[src/rtl/piradip_sync_fifo_gen_pkg.sv]
// Shared types and elaboration helpers for the piradip sync FIFO family.
package piradip_fifo_pkg;

  typedef enum logic {FIFO_STD, FIFO_FWFT} fifo_mode_t;

  localparam int MIN_DEPTH = 4;
  localparam int MAX_DEPTH = 65536;

  // Count needs one extra bit so that DEPTH itself is representable.
  function automatic int fifo_cw(input int depth);
    return $clog2(depth) + 1;
  endfunction

  function automatic bit is_pow2(input int depth);
    return (depth > 0) && ((depth & (depth - 1)) == 0);
  endfunction

  function automatic bit depth_ok(input int depth);
    return is_pow2(depth) && (depth >= MIN_DEPTH) && (depth <= MAX_DEPTH);
  endfunction

endpackage

[src/rtl/piradip_sync_fifo_gen_if.sv]
// FIFO write/read/status bundle. Sticky error bits exist only when
// PIRADIP_SYNC_FIFO_STICKY_ERR_EN is defined.
interface piradip_sync_fifo_gen_if #(
  parameter int WIDTH = 32,
  parameter int DEPTH = 16
);
  localparam int CW = piradip_fifo_pkg::fifo_cw(DEPTH);

  logic             we;
  logic [WIDTH-1:0] din;
  logic             wr_ack;
  logic             overflow;
  logic             re;
  logic [WIDTH-1:0] dout;
  logic             data_valid;
  logic             underflow;
  logic             full;
  logic             empty;
  logic             almost_full;
  logic             almost_empty;
  logic             prog_full;
  logic             prog_empty;
  logic [CW-1:0]    count;
`ifdef PIRADIP_SYNC_FIFO_STICKY_ERR_EN
  logic             err_clr;
  logic [1:0]       err_status;
`endif

  // FIFO side
  modport slave (
    input  we, din, re,
`ifdef PIRADIP_SYNC_FIFO_STICKY_ERR_EN
    input  err_clr,
    output err_status,
`endif
    output wr_ack, overflow, dout, data_valid, underflow, full, empty,
           almost_full, almost_empty, prog_full, prog_empty, count
  );

  // Producer/consumer side
  modport master (
    output we, din, re,
`ifdef PIRADIP_SYNC_FIFO_STICKY_ERR_EN
    output err_clr,
    input  err_status,
`endif
    input  wr_ack, overflow, dout, data_valid, underflow, full, empty,
           almost_full, almost_empty, prog_full, prog_empty, count
  );

endinterface

[src/rtl/piradip_sdp_ram.sv]
// Simple dual-port RAM, one clock, registered synchronous read.
module piradip_sdp_ram #(
  parameter int WIDTH = 32,
  parameter int DEPTH = 16,
  localparam int AW = $clog2(DEPTH)
) (
  input  logic             clk,
  input  logic             wr_en,
  input  logic [AW-1:0]    wr_addr,
  input  logic [WIDTH-1:0] wr_data,
  input  logic             rd_en,
  input  logic [AW-1:0]    rd_addr,
  output logic [WIDTH-1:0] rd_data
);
  logic [WIDTH-1:0] mem [DEPTH];

  // write port
  always_ff @(posedge clk)
    if (wr_en) mem[wr_addr] <= wr_data;

  // read port; output register holds between reads
  always_ff @(posedge clk)
    if (rd_en) rd_data <= mem[rd_addr];

endmodule

[src/rtl/piradip_sync_fifo_gen.sv]
// Native synchronous FIFO, standard or first-word-fall-through read.
// Optional sticky error status: define PIRADIP_SYNC_FIFO_STICKY_ERR_EN.
// dout is a mux between the RAM read register and a bypass register; the
// bypass carries FWFT writes that land in an otherwise empty FIFO and is
// held at zero in standard mode so dout reads 0 until the first pop.
module piradip_sync_fifo_gen
  import piradip_fifo_pkg::*;
#(
  parameter int WIDTH             = 32,
  parameter int DEPTH             = 16,
  parameter int FWFT              = 0,
  parameter int PROG_FULL_THRESH  = DEPTH - 2,
  parameter int PROG_EMPTY_THRESH = 2
) (
  input logic                    clk,
  input logic                    rstn,
  piradip_sync_fifo_gen_if.slave bus
);
  localparam int AW = $clog2(DEPTH);
  localparam int CW = fifo_cw(DEPTH);
  localparam fifo_mode_t MODE = (FWFT != 0) ? FIFO_FWFT : FIFO_STD;
  localparam logic [CW-1:0] FULL_CNT = CW'(DEPTH);
  localparam logic [CW-1:0] AF_CNT   = CW'(DEPTH - 1);
  localparam logic [CW-1:0] PF_TH    = CW'(PROG_FULL_THRESH);
  localparam logic [CW-1:0] PE_TH    = CW'(PROG_EMPTY_THRESH);

  if (!depth_ok(DEPTH)) begin : g_bad_depth
    $error("piradip_sync_fifo_gen: DEPTH must be a power of two in 4..65536");
  end

  logic [AW-1:0]    wr_ptr, rd_ptr;
  logic [CW-1:0]    count_q, count_nxt;
  logic             full_q, empty_q, afull_q, aempty_q, pfull_q, pempty_q;
  logic             wr_ack_q, ovf_q, unf_q, dv_q;
  logic             wr_acc, rd_acc, byp_load, ram_we, ram_re;
  logic             use_ram_q;
  logic [WIDTH-1:0] byp_q, ram_q;

  // Accept decisions, FWFT bypass steering and post-update count.
  // In FWFT the RAM holds count-1 words (head lives in the output stage),
  // so a pop only pulls from RAM when more than one word is held.
  always_comb begin
    wr_acc   = rstn & bus.we & ~full_q;
    rd_acc   = rstn & bus.re & ~empty_q;
    byp_load = 1'b0;
    ram_re   = rd_acc;
    if (MODE == FIFO_FWFT) begin
      byp_load = wr_acc & ((count_q == '0) | ((count_q == CW'(1)) & rd_acc));
      ram_re   = rd_acc & (count_q > CW'(1));
    end
    ram_we    = wr_acc & ~byp_load;
    count_nxt = count_q;
    if (wr_acc & ~rd_acc)      count_nxt = count_q + 1'b1;
    else if (rd_acc & ~wr_acc) count_nxt = count_q - 1'b1;
  end

  // RAM pointers and occupancy
  always_ff @(posedge clk or negedge rstn) begin
    if (!rstn) begin
      wr_ptr  <= '0;
      rd_ptr  <= '0;
      count_q <= '0;
    end else begin
      if (ram_we) wr_ptr <= wr_ptr + 1'b1;
      if (ram_re) rd_ptr <= rd_ptr + 1'b1;
      count_q <= count_nxt;
    end
  end

  // Status flags, registered from the post-update count
  always_ff @(posedge clk or negedge rstn) begin
    if (!rstn) begin
      full_q   <= 1'b0;
      empty_q  <= 1'b1;
      afull_q  <= 1'b0;
      aempty_q <= 1'b0;
      pfull_q  <= 1'b0;
      pempty_q <= 1'b1;
    end else begin
      full_q   <= (count_nxt == FULL_CNT);
      empty_q  <= (count_nxt == '0);
      afull_q  <= (count_nxt == AF_CNT);
      aempty_q <= (count_nxt == CW'(1));
      pfull_q  <= (count_nxt >= PF_TH);
      pempty_q <= (count_nxt <= PE_TH);
    end
  end

  // One-cycle handshake/error pulses
  always_ff @(posedge clk or negedge rstn) begin
    if (!rstn) begin
      wr_ack_q <= 1'b0;
      ovf_q    <= 1'b0;
      unf_q    <= 1'b0;
      dv_q     <= 1'b0;
    end else begin
      wr_ack_q <= wr_acc;
      ovf_q    <= bus.we & full_q;
      unf_q    <= bus.re & empty_q;
      dv_q     <= rd_acc;
    end
  end

  // Output stage: pick bypass word or RAM read register
  always_ff @(posedge clk or negedge rstn) begin
    if (!rstn) begin
      byp_q     <= '0;
      use_ram_q <= 1'b0;
    end else if (byp_load) begin
      byp_q     <= bus.din;
      use_ram_q <= 1'b0;
    end else if (ram_re) begin
      use_ram_q <= 1'b1;
    end
  end

  piradip_sdp_ram #(.WIDTH(WIDTH), .DEPTH(DEPTH)) u_ram (
    .clk     (clk),
    .wr_en   (ram_we),
    .wr_addr (wr_ptr),
    .wr_data (bus.din),
    .rd_en   (ram_re),
    .rd_addr (rd_ptr),
    .rd_data (ram_q)
  );

`ifdef PIRADIP_SYNC_FIFO_STICKY_ERR_EN
  logic [1:0] err_q;

  // Sticky error bits; a new error beats a simultaneous clear
  always_ff @(posedge clk or negedge rstn) begin
    if (!rstn) err_q <= '0;
    else begin
      err_q[0] <= (bus.we & full_q)  | (err_q[0] & ~bus.err_clr);
      err_q[1] <= (bus.re & empty_q) | (err_q[1] & ~bus.err_clr);
    end
  end

  assign bus.err_status = err_q;
`endif

  assign bus.dout         = use_ram_q ? ram_q : byp_q;
  assign bus.data_valid   = (MODE == FIFO_FWFT) ? ~empty_q : dv_q;
  assign bus.wr_ack       = wr_ack_q;
  assign bus.overflow     = ovf_q;
  assign bus.underflow    = unf_q;
  assign bus.full         = full_q;
  assign bus.empty        = empty_q;
  assign bus.almost_full  = afull_q;
  assign bus.almost_empty = aempty_q;
  assign bus.prog_full    = pfull_q;
  assign bus.prog_empty   = pempty_q;
  assign bus.count        = count_q;

endmodule

[src/flat_wrapper.sv]
// flat-port wrapper written by rule: the top's interface ports become plain ports
module piradip_sync_fifo_gen_flat import piradip_fifo_pkg::*;
#(
  parameter int WIDTH             = 32,
  parameter int DEPTH             = 16,
  parameter int FWFT              = 0,
  parameter int PROG_FULL_THRESH  = DEPTH - 2,
  parameter int PROG_EMPTY_THRESH = 2
)
  (clk, rstn, bus_we, bus_din, bus_re, bus_wr_ack, bus_overflow, bus_dout, bus_data_valid, bus_underflow, bus_full, bus_empty, bus_almost_full, bus_almost_empty, bus_prog_full, bus_prog_empty, bus_count);
  piradip_sync_fifo_gen_if #(.WIDTH(WIDTH), .DEPTH(DEPTH)) bus_i ();
  input logic clk;
  input logic rstn;
  input wire logic [$bits(bus_i.we)-1:0] bus_we;
  input wire logic [$bits(bus_i.din)-1:0] bus_din;
  input wire logic [$bits(bus_i.re)-1:0] bus_re;
  output wire logic [$bits(bus_i.wr_ack)-1:0] bus_wr_ack;
  output wire logic [$bits(bus_i.overflow)-1:0] bus_overflow;
  output wire logic [$bits(bus_i.dout)-1:0] bus_dout;
  output wire logic [$bits(bus_i.data_valid)-1:0] bus_data_valid;
  output wire logic [$bits(bus_i.underflow)-1:0] bus_underflow;
  output wire logic [$bits(bus_i.full)-1:0] bus_full;
  output wire logic [$bits(bus_i.empty)-1:0] bus_empty;
  output wire logic [$bits(bus_i.almost_full)-1:0] bus_almost_full;
  output wire logic [$bits(bus_i.almost_empty)-1:0] bus_almost_empty;
  output wire logic [$bits(bus_i.prog_full)-1:0] bus_prog_full;
  output wire logic [$bits(bus_i.prog_empty)-1:0] bus_prog_empty;
  output wire logic [$bits(bus_i.count)-1:0] bus_count;
  assign bus_i.we = bus_we;
  assign bus_i.din = bus_din;
  assign bus_i.re = bus_re;
  assign bus_wr_ack = bus_i.wr_ack;
  assign bus_overflow = bus_i.overflow;
  assign bus_dout = bus_i.dout;
  assign bus_data_valid = bus_i.data_valid;
  assign bus_underflow = bus_i.underflow;
  assign bus_full = bus_i.full;
  assign bus_empty = bus_i.empty;
  assign bus_almost_full = bus_i.almost_full;
  assign bus_almost_empty = bus_i.almost_empty;
  assign bus_prog_full = bus_i.prog_full;
  assign bus_prog_empty = bus_i.prog_empty;
  assign bus_count = bus_i.count;
  piradip_sync_fifo_gen #(.WIDTH(WIDTH), .DEPTH(DEPTH), .FWFT(FWFT), .PROG_FULL_THRESH(PROG_FULL_THRESH), .PROG_EMPTY_THRESH(PROG_EMPTY_THRESH)) u_core (.clk(clk), .rstn(rstn), .bus(bus_i));
endmodule
[config.mk]
export PLATFORM = sky130hd
export DESIGN_NAME = piradip_sync_fifo_gen_flat
export DESIGN_NICKNAME = d
export VERILOG_FILES = /design/src/rtl/piradip_sync_fifo_gen_pkg.sv /design/src/rtl/piradip_sync_fifo_gen_if.sv /design/src/rtl/piradip_sdp_ram.sv /design/src/rtl/piradip_sync_fifo_gen.sv /design/src/flat_wrapper.sv
export SDC_FILE = /design/constraint.sdc
export NUM_CORES = 1
export LEC_CHECK = 0
export ABC_CLOCK_PERIOD_IN_PS = 5550
export BUFFER_PORTS_ARGS = -buffer_cell sky130_fd_sc_hd__buf_4
export CAP_MARGIN = 10
export CORE_MARGIN = 1
export CORE_UTILIZATION = 45
export DETAILED_ROUTE_END_ITERATION = 10
export PLACE_DENSITY = 0.71
export SETUP_SLACK_MARGIN = 0.15
export SYNTH_ARGS = -nofsm -noshare
export SYNTH_HDL_FRONTEND = slang
export SYNTH_SLANG_ARGS = --single-unit
[constraint.sdc]
create_clock -name clk -period 5.55 [get_ports clk]
set_clock_uncertainty 0.2 [all_clocks]
set_input_delay 0.8325 -clock clk [delete_from_list [all_inputs] [get_ports clk]]
set_output_delay 0.8325 -clock clk [all_outputs]
set_load 0.01 [all_outputs]
# Yosys cells after proc, flatten, opt, wreduce, memory -nomap -nowiden
# Memory sizes are Yosys's and may differ from the RTL's. A register that Yosys moved wholly into a read port is not among the register bits.
# Cells that the tools add are included.
classes:
  n_addsub: 4
  order_cmp: 2
  n_eq_ne: 3
  muxes: 5
  n_bitwise: 12
  n_reduce_logical: 1
ops:
  columns: ["op", "count"]
  rows:
  - ["$mux W32", 1]
  - ["$mux W5", 2]
  - ["$add A4 B1 Y4 const B", 2]
  - ["$and A1 B1 Y1", 8]
  - ["$add A5 B1 Y5 const B", 1]
  - ["$eq A5 B1 Y1 const B", 1]
  - ["$eq A5 B4 Y1 const B", 1]
  - ["$eq A5 B5 Y1 const B", 1]
  - ["$ge A5 B4 Y1 const B", 1]
  - ["$le A5 B2 Y1 const B", 1]
  - ["$logic_not A5 Y1", 1]
  - ["$sub A5 B1 Y5 const B", 1]
  - ["$not A1 Y1", 4]
  - ["$mux W1", 2]
word_totals:
  register_bits: 24
  ram_bits: 512
  inputBits: 36
  output_inout_bits: 47
  wordCells: 42
  mem_count: 1
memory_table:
  columns: ["name", "words", "width", "rd", "rd_ports_with_merged_regs", "wr", "line", "text"]
  rows:
  - ["u_core.u_ram.mem", 16, 32, 1, 1, 1, "piradip_sdp_ram.sv:15", "logic [WIDTH-1:0] mem [DEPTH];"]

# Depth between registers and ports, before layout
# Gate-level depths: netlist of run 1.
depth:
  depth_word: 7
  mapped_depth: 7
  depth_no_buf: 6

# Cells and area by module
# Synthesis of run 1 repeated with hierarchy kept, for this count alone.
unflattened:
  cells_unflattened: 968
  area_unflattened_um2: 21518.1
by_module_without_submodules:
  columns: ["mod", "instances", "cells_each", "area_per_inst_um2", "seq_area_each_um2"]
  rows:
  - ["piradip_sdp_ram", 1, 838, 20174.3, 16335.7]
  - ["piradip_sync_fifo_gen", 1, 130, 1343.8, 603.1]

# Worst setup path after synthesis of run 1
# No wires, ideal clock.
synth_timing:
  kind: "input to register"
  start: "input rstn"
  end: "memory u_core.u_ram.mem[3][0], enable pin"
  setup_ns: 0.461
  t_arrival_ns: 3.689
  required_time_ns: 4.889
  slack_ns: 1.200
  stages: 5
  n_path_buf: 2
  cell_sequence: "buf_2 > and3b_1 > buf_2 > nand2_1 > nor3_1"
synth_via:
  elab_chain_len: 4
synth_lines:
  columns: ["element", "line", "text"]
  rows:
  - ["from (decl)", "flat_wrapper.sv:13", "input logic rstn;"]
  - ["$and A1 B1 Y1 (2 in series)", "piradip_sync_fifo_gen.sv:43", "wr_acc = rstn & bus.we & ~full_q;"]
  - ["net u_core.ram_we", "piradip_sync_fifo_gen.sv:35", "logic wr_acc, rd_acc, byp_load, ram_we, ram_re;"]
  - ["$mux W1", "piradip_sdp_ram.sv:19", "if (wr_en) mem[wr_addr] <= wr_data;"]
  - ["$mux W1 (implied by the code)", "piradip_sdp_ram.sv:19", null]
  - ["to (decl)", "piradip_sdp_ram.sv:15", null]
# The timed path passes the listed nets, and every way through them passes these cells.

# Final worst setup path of run 1
layout_timing:
  start: "input rstn"
  end: "memory u_core.u_ram.mem[15][11], enable pin"
layout_via:
  elab_chain_len: 4
layout_lines:
  columns: ["element", "line"]
  rows:
  - ["$and A1 B1 Y1 (2 in series)", "piradip_sync_fifo_gen.sv:43"]
  - ["$mux W1", "piradip_sdp_ram.sv:19"]
  - ["$mux W1 (implied by the code)", "piradip_sdp_ram.sv:19"]
# Every way passes these cells.

==> impl_results.rst, run 1 <==
.. list-table::
   :header-rows: 1

   * - Metric
     - Value
   * - Status
     - complete, no violations
   * - Final setup slack of the worst path
     - 2.01 ns
   * - Final worst path period need
     - 3.54 ns
   * - Number of failing setup endpoints in the final timing report
     - 0
   * - CTS sink cnt
     - 568
   * - Post-detail-place hpwl
     - 22.9 mm
   * - Crit-path slowest cell
     - sky130_fd_sc_hd__nor2_4
   * - CTS tree
     - built
   * - Num rows
     - 80
   * - CP delay by family, top
     - simple AND/OR/NAND/NOR gates
   * - Synthesized instance count
     - 902
   * - Power density normalized to cell area
     - 481 nW/um^2
   * - Number of max-capacitance violations reported
     - 0
   * - Required time of the critical path
     - 5.54 ns
   * - First-pass GRT wire length
     - 61.8 mm
   * - Clock buffer depth
     - 3
   * - Root buffer cell
     - sky130_fd_sc_hd__clkbuf_16
   * - Sequential fraction of the synthesis area
     - 78.2%
   * - Transition time at the pin with the least slew margin
     - 1.20 ns
   * - I/O Pins
     - 83
   * - GP Congestion
     - 0.727
   * - Largest voltage drop on the vdd net
     - 220 uV
   * - N_diodes
     - 0
   * - Critical Path Start Type
     - input port
   * - Via count of the first global-routing pass
     - 9980
   * - Insertion delay of the later-clocked pin in the worst-skew pair
     - 0.59 ns
   * - Number of hold violations in the final report
     - 0
   * - Maximum cell stage delay along the critical path
     - 0.98 ns
   * - Final nets
     - 1057
   * - Worst-path fanout max
     - 33
   * - Number of detailed-route iterations in the first pass
     - 5
   * - Number of antenna-violating nets in the routed design
     - 0
   * - Clock input transition at the sequential cells of the worst setup and hold paths
     - 0.06 ns
   * - Netlist Area Pre-Place
     - 21700 um^2
   * - Initial core utilization
     - 45.5%
   * - Area leader, netlist
     - sky130_fd_sc_hd__edfxtp_1
   * - 1st-iter DRT viols
     - 880
   * - Yosys reg bits
     - 568
   * - Via count
     - 9399
   * - GR Util All Layers
     - 16.8%
   * - Maximum number of pins on one net before global-route repair
     - 71
   * - Total clock buffers created by CTS
     - 54
   * - Total of cells resized after clock tree synthesis
     - 0
   * - Category of the most critical setup path
     - in -> reg
   * - Number of port buffers
     - 82
   * - Endpoint type of the worst setup path
     - flop
   * - Final Core Density
     - 52.3%
   * - Critical Path, Cell by Cell
     - dlygate4sd3_1 -> buf_4 -> and3b_1 -> nand2_1 -> nor2_4
   * - Arrival time at the worst endpoint
     - 3.53 ns
   * - Die Outline Area
     - 49000 um^2
   * - Setup TNS
     - 0 ns
   * - Dominant cells by area after synthesis
     - sky130_fd_sc_hd__edfxtp_1 (75%), sky130_fd_sc_hd__mux4_2 (17%), sky130_fd_sc_hd__dfrtp_1 (2.5%)
   * - Routed WL per cell
     - 24.1 um
   * - Worst hold path type
     - in -> reg
   * - Post-synthesis to final-layout area growth
     - 15.0%
   * - Postcts setup bufs
     - 0
   * - Avg Cell Area, Syn
     - 24.0 um^2
   * - Fmax
     - 0.283 GHz
   * - Worst Path Buf+Inv
     - 2
   * - RSZ-0062 raised after global routing
     - false
   * - Die height
     - 221 um
   * - Core area
     - 47600 um^2
   * - Final Routed Wirelength
     - 40.4 mm
   * - YS warnings
     - 0
   * - Number of remaining DRC errors
     - 0
   * - Post-Place Worst Slack
     - 1.91 ns
   * - Post-route clock period utilization
     - 63.8%
   * - Total gr overflow
     - 0
   * - Final Max Slew Viols
     - 0
   * - Syn_nets
     - 945
   * - Fraction of final layout cells with drive strength greater than 1
     - 35.3%
   * - Number of library cell types mapped by synthesis
     - 40
   * - Vias per std cell
     - 5.62
   * - H-tree depth
     - 2
   * - Reg2Reg Setup Slack
     - 2.42 ns
   * - Worst max-slew margin expressed relative to the limit
     - 19.9%
   * - Initial antenna violation count
     - 0
   * - Static power due to leakage
     - 7.95 nW
   * - Die boundary width
     - 221 um
   * - Share of Yosys cell area claimed by the top area cell type
     - 75.4%
-- area by class of cell --
type	instances	area (um^2)
multi-input cells	285	4550
flip-flops and latches	568	16900
well taps	615	769
clock inverters	30	265
inverters	5	18.8
repair buffers	100	803
clock buffers	70	1540
fillers	3581	22800
-- kinds of logic after synthesis --
group                      count (synthesis)  synth area share, %
buffers and inverters                     49                 1.27
xor gates and xnor gates                   8                0.358
adders and majority gates                  7                0.404
DFF                                      568                 78.2
and+or+nand+nor                           94                 2.51
AOI/OAI and AO/OA                         15                0.555
muxes                                    161                 16.7
-- routing by layer --
metal / global-route usage, % / up-vias / share of wire, %
met5: 0 / - / 0
met4: 4.76 / 0 / 1.8
met3: 3.17 / 56 / 4.5
met2: 27.2 / 273 / 50
met1: 23.5 / 5030 / 44
li1: - / 4040 / -
-- cell usage in the layout (no fill, tap or decap), drive strengths merged, types with 5 or more instances in the layout --
| master | synthesis | routed |
|---|---|---|
| edfxtp | 544 | 544 |
| mux4 | 160 | 160 |
| buf | 29 | 99 |
| clkbuf | 15 | 70 |
| and2 | 35 | 35 |
| clkinv | 0 | 24 |
| dfrtp | 22 | 22 |
| nor2 | 16 | 16 |
| nand2 | 12 | 12 |
| xnor2 | 7 | 7 |
| ha | 7 | 7 |
| nor3 | 7 | 7 |
| nand2b | 6 | 6 |
| bufinv | 0 | 5 |
| inv | 5 | 5 |
-- Yosys cell counts (all sizes together) --
library cell	n
a21oi	1
nor2b	2
nand3	3
o21ai	4
nand3b	1
nand2	12
and2	35
nor4b	1
o21bai	1
ha	7
o2bb2ai	1
nor2	16
nor3	7
a21o	2
or4b	1
mux2	1
and3b	3
inv	5
o211ai	1
edfxtp	544
or3b	1
clkbuf	15
a211oi	1
dfstp	2
xor2	1
a21boi	1
a32oi	1
mux4	160
dfrtp	22
o22ai	1
or3	1
xnor2	7
a31oi	1
nand4	3
nor3b	2
buf	29
nand2b	6
-- final timing paths --
kind	from	end	depth (start not counted)
max	rstn	u_core.u_ram.mem[15][11]	5
min	bus_we	u_core.bus.overflow	2
max reg2reg	u_core.rd_ptr[0]	u_core.u_ram.rd_data[15]	3
min reg2reg	u_core.bus.empty	u_core.bus.underflow	1
max in group asynchronous	rstn	u_core.rd_ptr[1]	2
min in group asynchronous	rstn	u_core.bus.underflow	2
-- what timing repair did --
action | 4_1_cts | 5_1_grt
hold buffers | 1 | 0
setup endpoints to repair | 0 | 0
endpoints found under the hold margin | 22 | 0
-- through the flow --
step	instances	instance area, um^2	hold WS (ns)	total power, mW
6_report	1673	24900	0.297	12.0
5_1_grt	1673	24900	0.281	12.4
3_3_place_gp	1571	23100	0.342	8.36
4_1_cts	1672	24900	0.269	12.1
2_1_floorplan	902	21700	0.300	7.54
3_5_place_dp	1571	23100	0.341	8.42
-- flip-flops by register name (all words and copies together) (netlist names), 4 cells and up --
register and cells:
u_core.bus.count 5, u_core.u_ram.rd_data 32, u_core.wr_ptr 4, u_core.u_ram.mem 512, u_core.rd_ptr 4
-- where the power goes --
| part | switching, mW | total [mW] | internal [mW] |
|---|---|---|---|
| combinational | 1.28 | 2.83 | 1.55 |
| sequential | 0.328 | 5.44 | 5.12 |
| clock | 1.52 | 3.69 | 2.17 |
Power figures use the tool's default switching activity.
==> run 2, diff against run 1 <==
--- a/config.mk
+++ b/config.mk
@@ -5,13 +5,13 @@
 export SDC_FILE = /design/constraint.sdc
 export NUM_CORES = 1
 export LEC_CHECK = 0
-export ABC_CLOCK_PERIOD_IN_PS = 5550
+export ABC_CLOCK_PERIOD_IN_PS = 3200
 export BUFFER_PORTS_ARGS = -buffer_cell sky130_fd_sc_hd__buf_4
 export CAP_MARGIN = 10
 export CORE_MARGIN = 1
 export CORE_UTILIZATION = 45
 export DETAILED_ROUTE_END_ITERATION = 10
-export PLACE_DENSITY = 0.71
+export PLACE_DENSITY = 0.73
 export SETUP_SLACK_MARGIN = 0.15
 export SYNTH_ARGS = -nofsm -noshare
 export SYNTH_HDL_FRONTEND = slang
==> constraint.sdc (replaced) <==
create_clock -name clk -period 3.2 [get_ports clk]
set_clock_uncertainty 0.2 [all_clocks]
set_input_delay 0.48 -clock clk [delete_from_list [all_inputs] [get_ports clk]]
set_output_delay 0.48 -clock clk [all_outputs]
set_load 0.01 [all_outputs]
==> impl_results.rst, run 2 (synthesized netlist as in run 1, its figures left out) <==
.. list-table::
   :header-rows: 1

   * - Metric
     - Value
   * - GP Congestion
     - 0.765 (+5.1%)
   * - Root buffer cell
     - sky130_fd_sc_hd__clkbuf_16
   * - Internal power summed over all cells
     - 15.4 mW (+74%)
   * - Category of the most critical setup path
     - reg -> reg
   * - Worst hold path type
     - in -> reg
   * - Worst max-slew margin expressed relative to the limit
     - 56.9% (+37 points)
   * - Register with the most flip-flops
     - u_core.u_ram.mem
   * - Worst-path fanout max
     - 57 (+73%)
   * - Num rows
     - 80 (unchanged)
   * - Clock buffer depth
     - 3 (unchanged)
   * - Switching power share of the total
     - 26.4% (+0.25 points)
   * - CTS tree
     - built
   * - Number of remaining DRC errors
     - 0 (unchanged)
   * - Final Routed Wirelength
     - 45.5 mm (+13%)
   * - Final Max Slew Viols
     - 0 (unchanged)
   * - Maximum cell stage delay along the critical path
     - 0.59 ns (-0.39 ns)
   * - Number of hold violations in the final report
     - 0 (unchanged)
   * - CTS sink cnt
     - 568 (unchanged)
   * - Routed wire length on met3
     - 3.46 mm (+90%)
   * - Fraction of final layout cells with drive strength greater than 1
     - 35.2% (-0.078 points)
   * - Die height
     - 221 um (unchanged)
   * - Crit path top cell by count
     - sky130_fd_sc_hd__mux4_2
   * - Setup TNS
     - 0 ns (unchanged)
   * - Routed WL per cell
     - 26.5 um (+9.7%)
   * - Number of failing setup endpoints in the final timing report
     - 0 (unchanged)
   * - Max FFs per register
     - 512 (unchanged)
   * - Post-detail-place hpwl
     - 22.4 mm (-2.2%)
   * - I/O Pins
     - 83 (unchanged)
   * - Crit-path slowest cell
     - sky130_fd_sc_hd__mux4_2
   * - Largest voltage drop on the vdd net
     - 576 uV (+160%)
   * - Vias per std cell
     - 5.76 (+2.6%)
   * - Endpoint type of the worst setup path
     - flop
   * - Arrival time at the worst endpoint
     - 2.59 ns (-0.94 ns)
   * - Required time of the critical path
     - 3.32 ns (-2.22 ns)
   * - Final worst path period need
     - 2.47 ns
   * - Via count
     - 9905 (+5.4%)
   * - Total gr overflow
     - 0 (unchanged)
   * - Power share of the sequential group
     - 44.2% (-1.3 points)
   * - Total of cells resized after clock tree synthesis
     - 0 (unchanged)
   * - Number of max-capacitance violations reported
     - 0 (unchanged)
   * - Critical Path Start Type
     - flop
   * - Top library cells by usage in the layout, fill and taps aside
     - sky130_fd_sc_hd__edfxtp_1 (544), sky130_fd_sc_hd__mux4_2 (160), sky130_fd_sc_hd__buf_4 (95)
   * - Die Outline Area
     - 49000 um^2 (unchanged)
   * - 1st-iter DRT viols
     - 979 (+11%)
   * - Routed met1 length
     - 18.0 mm (+1.6%)
   * - Most common library cell in the layout ignoring fill and taps
     - sky130_fd_sc_hd__edfxtp_1
   * - Initial antenna violation count
     - 2 (+2)
   * - Number of detailed-route iterations in the first pass
     - 5 (unchanged)
   * - Final nets
     - 1102 (+4.3%)
   * - Initial core utilization
     - 45.5% (unchanged)
   * - Fmax
     - 0.404 GHz
   * - Post-route clock period utilization
     - 77.3%
   * - GR Util All Layers
     - 19.0% (+2.2 points)
   * - Core area
     - 47600 um^2 (unchanged)
   * - Transition time at the pin with the least slew margin
     - 0.647 ns (-0.552 ns)
   * - Status
     - complete, no violations
   * - Power density normalized to cell area
     - 819 nW/um^2 (+70%)
   * - Total clock buffers created by CTS
     - 53 (-1.9%)
   * - Routed wl met2
     - 23.0 mm (+14%)
   * - Top layer used by detailed routing
     - met4
   * - Insertion delay of the later-clocked pin in the worst-skew pair
     - 0.58 ns (about the same)
   * - Via count of the first global-routing pass
     - 10400 (+4.4%)
   * - First-pass GRT wire length
     - 67.7 mm (+9.7%)
   * - RSZ-0062 raised after global routing
     - false
   * - Net load switching power
     - 5.51 mW (+76%)
   * - Maximum number of pins on one net before global-route repair
     - 58 (-18%)
   * - H-tree depth
     - 2 (unchanged)
   * - Number of port buffers
     - 82 (unchanged)
   * - Part of the power in the clock network
     - 30.5% (-0.4 points)
   * - Die boundary width
     - 221 um (unchanged)
   * - Hold Slack
     - 0.0163 ns (-0.281 ns)
   * - Clock input transition at the sequential cells of the worst setup and hold paths
     - 0.06 ns (about the same)
   * - Number of antenna-violating nets in the routed design
     - 0 (unchanged)
   * - Static power due to leakage
     - 8.18 nW (+2.8%)
   * - Post-synthesis to final-layout area growth
     - 17.8%
   * - Critical Path, Cell by Cell
     - buf_12 -> mux4_2 -> mux4_2
   * - Part of the power in combinational logic
     - 25.3% (+1.7 points)
## run 2: cell count changes in the layout (fill, tap and decap cells not counted), sizes merged
| cell | delta |
|---|---|
| diode | +1 |
| buf | +16 |
| bufinv | +2 |
| clkinv | -2 |
| inv | +2 |
| dlygate4sd3 | +30 |
| clkinvlp | +5 |
| clkbuf | -8 |
## run 2: stage by stage
| stage | cell area [um^2] | util (%) | std cells | power, mW | setup WS [ns] |
|---|---|---|---|---|---|
| final | 25500 | 53.5 | 1719 | 20.9 | 0.726 |
| after detailed placement | 23400 | 49.2 | 1588 | 14.7 | 0.669 |
| after floorplan | 21700 | - | 902 | 13.1 | 0.0591 |
| after CTS | 25500 | 53.5 | 1718 | 21.1 | 0.698 |
| after global routing | 25500 | 53.5 | 1719 | 21.7 | 0.511 |
| after global placement | 23400 | 49.2 | 1588 | 14.6 | 0.734 |
## run 2: timing repair
action,in CTS,in global routing
setup buffers,0,0
endpoints found under the hold margin,424,0
hold buffers,31,0
## run 2: layout make-up
| type | instances | area [um^2] |
|---|---|---|
| Antenna cell | 1 | 2.50 |
| Inverter | 5 | 18.8 |
| Tap cell | 615 | 769 |
| Clock buffer | 62 | 1400 |
| Multi-Input combinational cell | 285 | 4580 |
| Fill cell | 3510 | 22100 |
| Sequential cell | 568 | 16900 |
| Timing Repair Buffer | 146 | 1420 |
| Clock inverter | 37 | 369 |
## run 2: worst paths after layout
kind / start / depth (start not counted) / slack [ns] / endpoint
max in group asynchronous: rstn / 3 / 2.21 / u_core.bus.prog_empty
min reg2reg: u_core.bus.empty / 1 / 0.37 / u_core.bus.underflow
min: bus_din[9] / 1 / 0.02 / u_core.u_ram.mem[13][9]
max: u_core.rd_ptr[0] / 3 / 0.73 / u_core.u_ram.rd_data[13]
max reg2reg: u_core.rd_ptr[0] / 3 / 0.73 / u_core.u_ram.rd_data[13]
min in group asynchronous: rstn / 2 / 0.04 / u_core.bus.overflow
## run 2: routing by layer
layer | vias to the layer above | GRT usage, %
met1 | 5245 | 25.8
met3 | 78 | 2.99
met5 | - | 0
li1 | 4133 | -
met2 | 449 | 32.2
met4 | 0 | 5.35
## run 2: power by group through the flow
stage | Sequential, mW | Clock [mW] | Combinational [mW]
3_5_place_dp | 9.39 | 0 | 5.30
4_1_cts | 9.24 | 6.45 | 5.40
3_3_place_gp | 9.36 | 0 | 5.22
2_1_floorplan | 9.18 | 0 | 3.91
6_report | 9.23 | 6.38 | 5.28
5_1_grt | 9.29 | 6.73 | 5.67
## run 2: critical path: cells and delay by family, from the launching register on
kind,cells,cell delay (ns)
muxes,2,1.07
buffers and inverters,1,0.39
DFF,1,0.48
